<file path="src/rtl/platform_tracker.sv">
// Player/obstacle tracker: scrolls the level, scans blocks once per frame and climbs/drops the player.
// Optional crash detection is enabled with `define PLATFORM_TRACKER_DEATH_EN.
module platform_tracker #(
  parameter int NUM_BLOCKS = 27,
  parameter int COORD_W    = 11,
  parameter int PLAYER_X   = 59,
  parameter int GROUND_Y   = 99,
  parameter int STEP       = 10,
  parameter int HIT_HALF   = 9,
  parameter int IDX_W      = 5
) (
  input  logic                          clock,
  input  logic                          reset,
  input  logic                          update_screen,
  input  logic [COORD_W-1:0]            move_step,
  input  logic                          jump_pressed,
  input  logic [NUM_BLOCKS*COORD_W-1:0] block_x_pos,
  input  logic [NUM_BLOCKS*COORD_W-1:0] block_y_pos,
  input  logic [NUM_BLOCKS-1:0]         block_valid,
  output logic [COORD_W-1:0]            square_x_pos,
  output logic [COORD_W-1:0]            square_y_pos,
  output logic [COORD_W-1:0]            scroll,
  output logic                          scan_busy,
  output logic                          scan_done,
  output logic                          on_block,
  output logic [IDX_W-1:0]              block_index,
  output logic                          scan_overrun,
  output logic                          dead
);

  // state | meaning
  // IDLE  | waiting for the next frame strobe
  // SCAN  | evaluating one block per clock
  // DEAD  | crashed; everything frozen until reset
  typedef enum logic [1:0] {IDLE, SCAN, DEAD} state_t;

  localparam logic [COORD_W-1:0] PLAYER_C = COORD_W'(PLAYER_X);
  localparam logic [COORD_W-1:0] GROUND_C = COORD_W'(GROUND_Y);
  localparam logic [COORD_W-1:0] STEP_C   = COORD_W'(STEP);
  localparam logic [COORD_W-1:0] WIN_LO   = COORD_W'(PLAYER_X - HIT_HALF);
  localparam logic [COORD_W-1:0] WIN_HI   = COORD_W'(PLAYER_X + HIT_HALF);
  localparam logic [IDX_W-1:0]   LAST_K   = IDX_W'(NUM_BLOCKS - 1);

  state_t state, state_next;

  logic [IDX_W-1:0]   scan_k;
  logic               acc_support, acc_same, acc_found;
  logic [IDX_W-1:0]   acc_idx;
  logic               climb_pending;

  logic [COORD_W-1:0] blk_x, blk_y, rel_x, y_up;
  logic [COORD_W:0]   y_fall_wide;
  logic [COORD_W-1:0] y_fall;
  logic               blk_ok, near, same, support, last;
  logic               any_same, any_support, any_near, crash, climb_ok;
  logic [IDX_W-1:0]   idx_final;
  logic               frame, step, commit;

  // Per-block evaluation for the block currently addressed by scan_k
  always_comb begin
    blk_x       = block_x_pos[scan_k*COORD_W +: COORD_W];
    blk_y       = block_y_pos[scan_k*COORD_W +: COORD_W];
    blk_ok      = block_valid[scan_k];
    rel_x       = blk_x - scroll;
    y_up        = square_y_pos + STEP_C;
    near        = blk_ok && (rel_x >= WIN_LO) && (rel_x <= WIN_HI);
    same        = near && (blk_y == square_y_pos);
    support     = near && (blk_y == y_up);
    last        = (scan_k == LAST_K);
    any_same    = acc_same | same;
    any_support = acc_support | support;
    any_near    = acc_found | near;
    idx_final   = acc_found ? acc_idx : scan_k;
`ifdef PLATFORM_TRACKER_DEATH_EN
    crash       = any_same && !jump_pressed;
`else
    crash       = 1'b0;
`endif
    climb_ok    = any_same && (square_y_pos >= STEP_C) && !crash;
    y_fall_wide = {1'b0, square_y_pos} + {1'b0, STEP_C};
    y_fall      = (y_fall_wide > {1'b0, GROUND_C}) ? GROUND_C : y_fall_wide[COORD_W-1:0];
    frame       = update_screen && (state != DEAD);
    step        = (state == SCAN) && !update_screen;
    commit      = step && last;
  end

  always_ff @(posedge clock or negedge reset) begin
    if (!reset) state <= IDLE;
    else        state <= state_next;
  end

  always_comb begin
    state_next = state;
    case (state)
      IDLE:    if (update_screen) state_next = SCAN;
      SCAN: begin
        if (update_screen)  state_next = SCAN;
        else if (last)      state_next = crash ? DEAD : IDLE;
      end
      DEAD:    state_next = DEAD;
      default: state_next = IDLE;
    endcase
  end

  always_comb begin
    scan_busy = (state == SCAN);
`ifdef PLATFORM_TRACKER_DEATH_EN
    dead      = (state == DEAD);
`else
    dead      = 1'b0;
`endif
  end

  assign square_x_pos = PLAYER_C;

  always_ff @(posedge clock or negedge reset) begin
    if (!reset) begin
      square_y_pos  <= GROUND_C;
      scroll        <= '0;
      scan_k        <= '0;
      acc_support   <= 1'b0;
      acc_same      <= 1'b0;
      acc_found     <= 1'b0;
      acc_idx       <= '0;
      on_block      <= 1'b1;
      block_index   <= '0;
      scan_done     <= 1'b0;
      scan_overrun  <= 1'b0;
      climb_pending <= 1'b0;
    end else begin
      scan_done <= commit;
      if (frame) begin
        if (state == SCAN) scan_overrun <= 1'b1;
        if (climb_pending) begin
          square_y_pos  <= square_y_pos - STEP_C;
          climb_pending <= 1'b0;
        end else if (!on_block && (square_y_pos < GROUND_C) && !jump_pressed) begin
          square_y_pos <= y_fall;
        end
        scroll      <= scroll + move_step;
        scan_k      <= '0;
        acc_support <= 1'b0;
        acc_same    <= 1'b0;
        acc_found   <= 1'b0;
        acc_idx     <= '0;
      end else if (step) begin
        acc_support <= any_support;
        acc_same    <= any_same;
        acc_found   <= any_near;
        acc_idx     <= idx_final;
        scan_k      <= last ? '0 : scan_k + 1'b1;
        if (last) begin
          on_block      <= any_support || (square_y_pos == GROUND_C);
          if (any_near) block_index <= idx_final;
          climb_pending <= climb_ok;
        end
      end
    end
  end

endmodule

</file>
<file path="config.mk">
export PLATFORM = sky130hd
export DESIGN_NAME = platform_tracker
export DESIGN_NICKNAME = d
export VERILOG_FILES = /design/src/rtl/platform_tracker.sv
export SDC_FILE = /design/constraint.sdc
export NUM_CORES = 1
export LEC_CHECK = 0
export CAP_MARGIN = 10
export CELL_PAD_IN_SITES_DETAIL_PLACEMENT = 2
export CELL_PAD_IN_SITES_GLOBAL_PLACEMENT = 2
export CORE_AREA = 2 2 263 265
export DETAILED_ROUTE_END_ITERATION = 8
export DIE_AREA = 0 0 265 267
export DONT_BUFFER_PORTS = 1
export PLACE_DENSITY = 0.49
export SYNTH_ARGS = -nofsm -noshare
export SYNTH_HDL_FRONTEND = slang
export SYNTH_SLANG_ARGS = --single-unit
</file>
<file path="constraint.sdc">
create_clock -name clock -period 7.2 [get_ports clock]
set_input_delay 1.44 -clock clock [delete_from_list [all_inputs] [get_ports clock]]
set_output_delay 1.44 -clock clock [all_outputs]
set_load 0.05 [all_outputs]
</file>
==> run_results.csv, run 1 <==
group,metric,value,unit
outcome,status,"finished, final reports clean",
logic_synthesis,synth_top_area_share,36.0,%
clock_tree,clock_path_buffers,2,
cells_and_area,drive_gt1_share,26.0,%
clock_tree,postCtsSetupBuffers,0,
placed_design,gp_congestion,1.05,
pwr,comb_power_share,61.8,%
hold_path,hold_path_class,"reg -> reg",
pwr,pwr-share-clk,12.1,%
die,core,68000,µm²
clock_tree,path_clk_slew,80,ps
pwr,p_per_area,245,nW/µm²
hold_path,holdPathStages,1,
logic_synthesis,syn_avg_cell_area,10.7,µm²
global_route,grt-ovfl-total,0,
critical_path,crit_family,"compound AO/OA/AOI/OAI gates",
timing,tightest_slew,1120,ps
placed_design,hpwlAfterDp,48.6,mm
die,std_cell_rows,96,
cells_and_area,fin_nets,1442,
detailed_routing,routed_wl,56.2,mm
logic_synthesis,post-synth-top-count-cell,"mux4_2",
clock_tree,clockRootBuffer,"clkbuf_16",
detailed_routing,routed_via_density,4.76,
logic_synthesis,synth_top_cell_by_area,"mux4_2",
logic_synthesis,synth_cell_type_count,71,
cells_and_area,area_growth,11.1,%
detailed_routing,drt_iter0_drc,661,
global_route,use_met2,22.9,%
critical_path,critical-path-max-stage-delay,910,ps
logic_synthesis,synthTopCellsByCount,"142 x mux4_2, 68 x mux2i_1, 49 x nor2_1, 41 x dfrtp_1, 40 x nand2_1",
die,die_h,267,µm
critical_path,worst_path_max_delay_cell,"dfrtp_4",
timing,finalHoldViolations,0,
pwr,ir_worst_vdd,0.0895,mV
logic_synthesis,netlist_top_cells_area,"mux4_2 36%, dfrtp_1 12%, mux2i_1 7.7%, ha_1 3.5%, xnor2_1 2.2%",
critical_path,startpoint_type,"flop",
global_route,grt_pass1_vias,8479,
timing,finalCritPeriodShare,74.5,%
clock_tree,htree_levels,2,
critical_path,arrival,5590,ps
die,fp.dieW,265,µm
clock_tree,cts_tree,"built",
timing,setup_viol_count_final,0,
pwr,seqPwrFrac,26.1,%
global_route,grtUsageMet3,5.79,%
logic_synthesis,yosysWarnings,0,
die,initial_utilization,13.1,%
timing,rsz0062_at_grt,"false",
pwr,intPower,1.16,mW
global_route,grt_pass1_wl,73.9,mm
timing,hold_ws,514,ps
logic_synthesis,async_reset_ff_share,100,%
global_route,track_usage,15.1,%
die,num_io_pins,679,
detailed_routing,firstDrtPassIters,5,
detailed_routing,post_drt_wl_per_cell,33.4,µm
global_route,antenna_found_initial,48,
logic_synthesis,synthCells,832,
placed_design,port_buffers,0,
logic_synthesis,ys.flop_type,"dfrtp_1",
critical_path,end_kind,"flop",
global_route,use_met1,20.3,%
timing,finClkSkew,10.9,ps
timing,maxSlewHeadroom,24.9,%
cells_and_area,nFillCells,7814,
clock_tree,clock-sinks,46,
critical_path,cpMostUsedCell,"a21oi_1",
clock_tree,cts_resized,0,
critical_path,crit_chain,"buf_4 > nor2b_4 > a21oi_1 > o22ai_1 > mux2i_1 > ha_1 > fa_1 > nor2b_1 > o31a_1 > a21oi_1 > a2111oi_0 > a2bb2oi_1 > nor4_2 > and4_1 > o221ai_2 > a31oi_1",
logic_synthesis,yosys_register_bits,46,
timing,slew_violations,0,
detailed_routing,drc,0,
clock_tree,clk_latency,310,ps
critical_path,crit_required,7430,ps
timing,setup-tns-final,0,ps
critical_path,cp.depth,16,
pwr,switchingPower,1.26,mW
logic_synthesis,syn_area,8890,µm²
clock_tree,holdBufCountCts,0,
critical_path,crit_buf_inv,1,
clock_tree,numCtsBuffers,5,
critical_path,path_class,"reg -> reg",
timing,max_freq,186,MHz
global_route,grt_max_degree,86,
global_route,gr-max-usage-layer,"met2",
die,die-area,70800,µm²
detailed_routing,vias,8008,
critical_path,worst-path-max-fanout,41,
pwr,leakage,2.99,nW
logic_synthesis,ys_seq_area_share,13.0,%
run,drv_cap,0,
detailed_routing,ant_nets,0,
critical_path,r2r_cells,16,
logic_synthesis,synth_edf_count,0,
timing,period_needed,5360,ps
pwr,swShare,52.0,%
## per-layer routing
metal / part of all wire (%) / wire (µm) / up-vias
met1: 44 / 24500 / 4192
li1: - / - / 3245
met3: 9.8 / 5500 / 90
met5: 0.43 / 241 / -
met2: 44 / 24900 / 443
met4: 2.0 / 1110 / 38
## power by group through the flow
stage	clock [mW]	sequential, mW	combinational (mW)
finish	0.294	0.631	1.49
global route	0.317	0.656	1.66
floorplan	0	0.545	1.17
CTS	0.310	0.644	1.52
detailed placement	0	0.649	1.51
global placement	0	0.645	1.48
## state kept, by name, indices dropped and copies added, names as in the netlist, 2 cells and up
| signal | flops |
|---|---|
| block_index | 5 |
| square_y_pos | 11 |
| scan_k | 5 |
| scroll | 11 |
| acc_idx | 5 |
| state | 2 |
## cell type report
| class | instances | area [µm²] | area share (%) |
|---|---|---|---|
| timing repair buffer | 17 | 153 | 1.55 |
| multi-input combinational | 681 | 7120 | 72.1 |
| antenna | 20 | 50.0 | 0.507 |
| clock inverter | 1 | 30.0 | 0.304 |
| sequential | 46 | 1170 | 11.9 |
| clock buffer | 7 | 143 | 1.44 |
| inverter | 28 | 105 | 1.06 |
| tap | 882 | 1100 | 11.2 |
## path summary, 6_finish.rpt
kind	from	end	slack [ps]
max in group asynchronous	reset	square_y_pos[6]	6150
setup reg to reg	scan_k[0]	on_block	1840
setup / recovery	scan_k[0]	on_block	1840
hold / removal	acc_idx[2]	acc_idx[2]	510
min in group asynchronous	reset	scan_k[0]	820
hold reg to reg	acc_idx[2]	acc_idx[2]	510
## worst register-to-register path: cells and delay by family (launching register included)
family,cells,cell delay (ps)
simple gates,4,1370
flops,1,910
mux,1,110
compound gates,8,1490
fa+ha+maj,2,720
buf+inv,1,670
## placed cells by master, fill, tap and decap left out, types with 15 or more instances in the layout
cell type / count
nor2_1: 49
a21oi_1: 37
ha_1: 25
buf_4: 15
mux2i_1: 68
diode_2: 20
o22ai_1: 25
nand2b_1: 15
nand2_1: 40
o21ai_0: 36
dfrtp_1: 36
inv_1: 27
nor3_1: 15
xnor2_1: 22
mux4_2: 142
## stage by stage
| stage | cell area, µm² | setup WS [ps] | cells | power [mW] | utilization (%) |
|---|---|---|---|---|---|
| after floorplan | 8920 | 2210 | 842 | 1.72 | - |
| after global placement | 9650 | 1670 | 1654 | 2.13 | 14.2 |
| after detailed placement | 9650 | 1620 | 1654 | 2.16 | 14.2 |
| after CTS | 9830 | 1700 | 1662 | 2.47 | 14.5 |
| after global routing | 9850 | 1160 | 1672 | 2.63 | 14.5 |
| final | 9880 | 1840 | 1682 | 2.42 | 14.5 |
## logic make-up after synthesis
family          Yosys count  synth area share, %
simple gates            183                 10.5
xor+xnor                 35                 3.60
fa+ha+maj                27                 3.97
other cells               2               0.0845
compound gates          197                 15.2
mux                     227                 46.3
flops                    46                 13.0
buf+inv                 115                 7.35
Note: power is estimated with default switching activity, not from simulation.
==> run 2: changes to the inputs <==
clock period = 5.56 ns   (was 7.2 ns; I/O delays follow)
==> run 2 against run 1 <==
Sequential power up 26%. Non-clock buffer count up 8. Combinational power up 32%. Wire length up 0.17%. Worst setup slack worse by 1300 ps. Hold slack worse by 24 ps.
==> run_results.csv, run 2 (same netlist as run 1, synthesis figures left out) <==
group,metric,value,unit
outcome,status,"finished, final reports clean",
cells_and_area,fin_nets,1450,
critical_path,path_class,"reg -> reg",
detailed_routing,drt_iter0_drc,517,
pwr,p_per_area,317,nW/µm²
cells_and_area,fin_util,14.7,%
critical_path,startpoint_type,"flop",
die,core,68000,µm²
timing,maxSlewHeadroom,26.9,%
critical_path,crit_required,5790,ps
timing,finalHoldViolations,0,
global_route,grt_pass1_wl,74.4,mm
clock_tree,clock-sinks,46,
die,fp.dieW,265,µm
cells_and_area,drive_gt1_share,27.0,%
timing,max_freq,199,MHz
detailed_routing,post_drt_wl_per_cell,33.3,µm
global_route,grt-ovfl-total,0,
clock_tree,clock_path_buffers,2,
pwr,ir_worst_vdd,0.120,mV
global_route,gr-max-usage-layer,"met2",
clock_tree,path_clk_slew,80,ps
placed_design,port_buffers,0,
timing,setup-tns-final,0,ps
timing,finClkSkew,11.5,ps
detailed_routing,vias,8003,
cells_and_area,nFillCells,7863,
global_route,grt_max_degree,56,
die,initial_utilization,13.1,%
clock_tree,numCtsBuffers,5,
critical_path,arrival,5250,ps
placed_design,hpwlAfterDp,49.0,mm
die,num_io_pins,679,
cells_and_area,layout_common_cells,"142 x mux4_2, 68 x mux2i_1, 49 x nor2_1, 40 x nand2_1, 37 x a21oi_1",
critical_path,worst-path-max-fanout,14,
timing,rsz0062_at_grt,"false",
detailed_routing,firstDrtPassIters,5,
placed_design,gp_congestion,1.05,
detailed_routing,drc,0,
global_route,use_met2,22.8,%
global_route,track_usage,15.2,%
detailed_routing,routed_via_density,4.73,
placed_design,dp_slack,191,ps
global_route,grtUsageMet3,6.94,%
cells_and_area,largestRegisters,"scroll x11, square_y_pos x11",
global_route,grt_pass1_vias,8638,
clock_tree,clk_latency,310,ps
timing,slew_violations,0,
global_route,use_met1,19.6,%
run,drv_cap,0,
die,std_cell_rows,96,
pwr,leakage,3.05,nW
timing,tightest_slew,1080,ps
die,die-area,70800,µm²
clock_tree,clockRootBuffer,"clkbuf_16",
timing,period_needed,5030,ps
timing,setup_viol_count_final,0,
critical_path,r2r_cells,16,
die,die_h,267,µm
global_route,antenna_found_initial,49,
timing,final.setup.worst_slack,533,ps
detailed_routing,ant_nets,0,
clock_tree,htree_levels,2,
critical_path,end_kind,"flop",
detailed_routing,routed_wl,56.3,mm
hold_path,hold_path_class,"in -> async",
clock_tree,cts_tree,"built",
cells_and_area,layout_commonest_cell,"mux4_2",
timing,finalCritPeriodShare,90.4,%
cells_and_area,area_growth,12.5,%
==> run 2: changes by cell type in the layout (fill, tap and decap cells not counted) <==
cell       previous run  this run
buf_4                15        21
buf_12                2         4
clkbuf_1              1         0
nor3_1               15        14
diode_2              20        23
clkbuf_8              1         0
bufinv_16             1         2
nor3_2                0         1
clkinv_4              0         1
==> run 2: metal layers <==
layer | up-vias | wire [µm]
met4 | 46 | 1310
met2 | 437 | 24800
met3 | 88 | 6380
li1 | 3278 | -
met1 | 4154 | 23600
met5 | - | 277
==> run 2: final timing paths <==
check,end,startpoint,slack (ps)
max reg2reg,on_block,scan_k[0],530
min in group clock,acc_idx[3],acc_idx[3],500
max in group asynchronous,square_y_pos[5],reset,4850
min,scan_overrun,reset,490
min reg2reg,acc_idx[3],acc_idx[3],500
max,on_block,scan_k[0],530
==> run 2: power breakdown <==
part           internal (mW)  total [mW]  switching [mW]
logic                  0.878        1.96            1.08
registers              0.409       0.797           0.387
clock network          0.259       0.417           0.158
==> run 2: what timing repair did <==
item	in CTS	in global routing
gates resized for setup	0	1
setup endpoints to repair	0	8
hold buffers	0	0
buffers inserted	0	1
==> run 2: critical path: stages, from the launching register on <==
cell	delay (ps)
dfrtp_4	630
buf_4	240
buf_4	170
mux4_2	500
mux4_2	520
mux2i_1	170
ha_1	210
fa_1	280
nor2b_1	100
o31ai_1	300
a2bb2oi_1	190
a31oi_1	270
xnor3_1	390
nor4_2	370
and4_1	260
o221ai_2	100
a31oi_1	220
==> run 2: final cells by class <==
type | instances | area (µm²) | area share, %
inverter | 28 | 105 | 1.05
clock inverter | 3 | 68.8 | 0.689
multi-input combinational | 681 | 7130 | 71.3
clock buffer | 5 | 125 | 1.25
tap | 882 | 1100 | 11.0
timing repair buffer | 25 | 238 | 2.38
sequential | 46 | 1170 | 11.7
antenna | 23 | 57.6 | 0.576
==> run 2: metrics by stage <==
stage / hold WS [ps] / cells / instance area, µm² / power (mW)
floorplan: 456 / 842 / 8920 / 2.23
global placement: 483 / 1661 / 9720 / 2.76
detailed placement: 488 / 1661 / 9720 / 2.80
CTS: 460 / 1669 / 9910 / 3.24
global route: 467 / 1683 / 9970 / 3.45
finish: 490 / 1693 / 9990 / 3.17
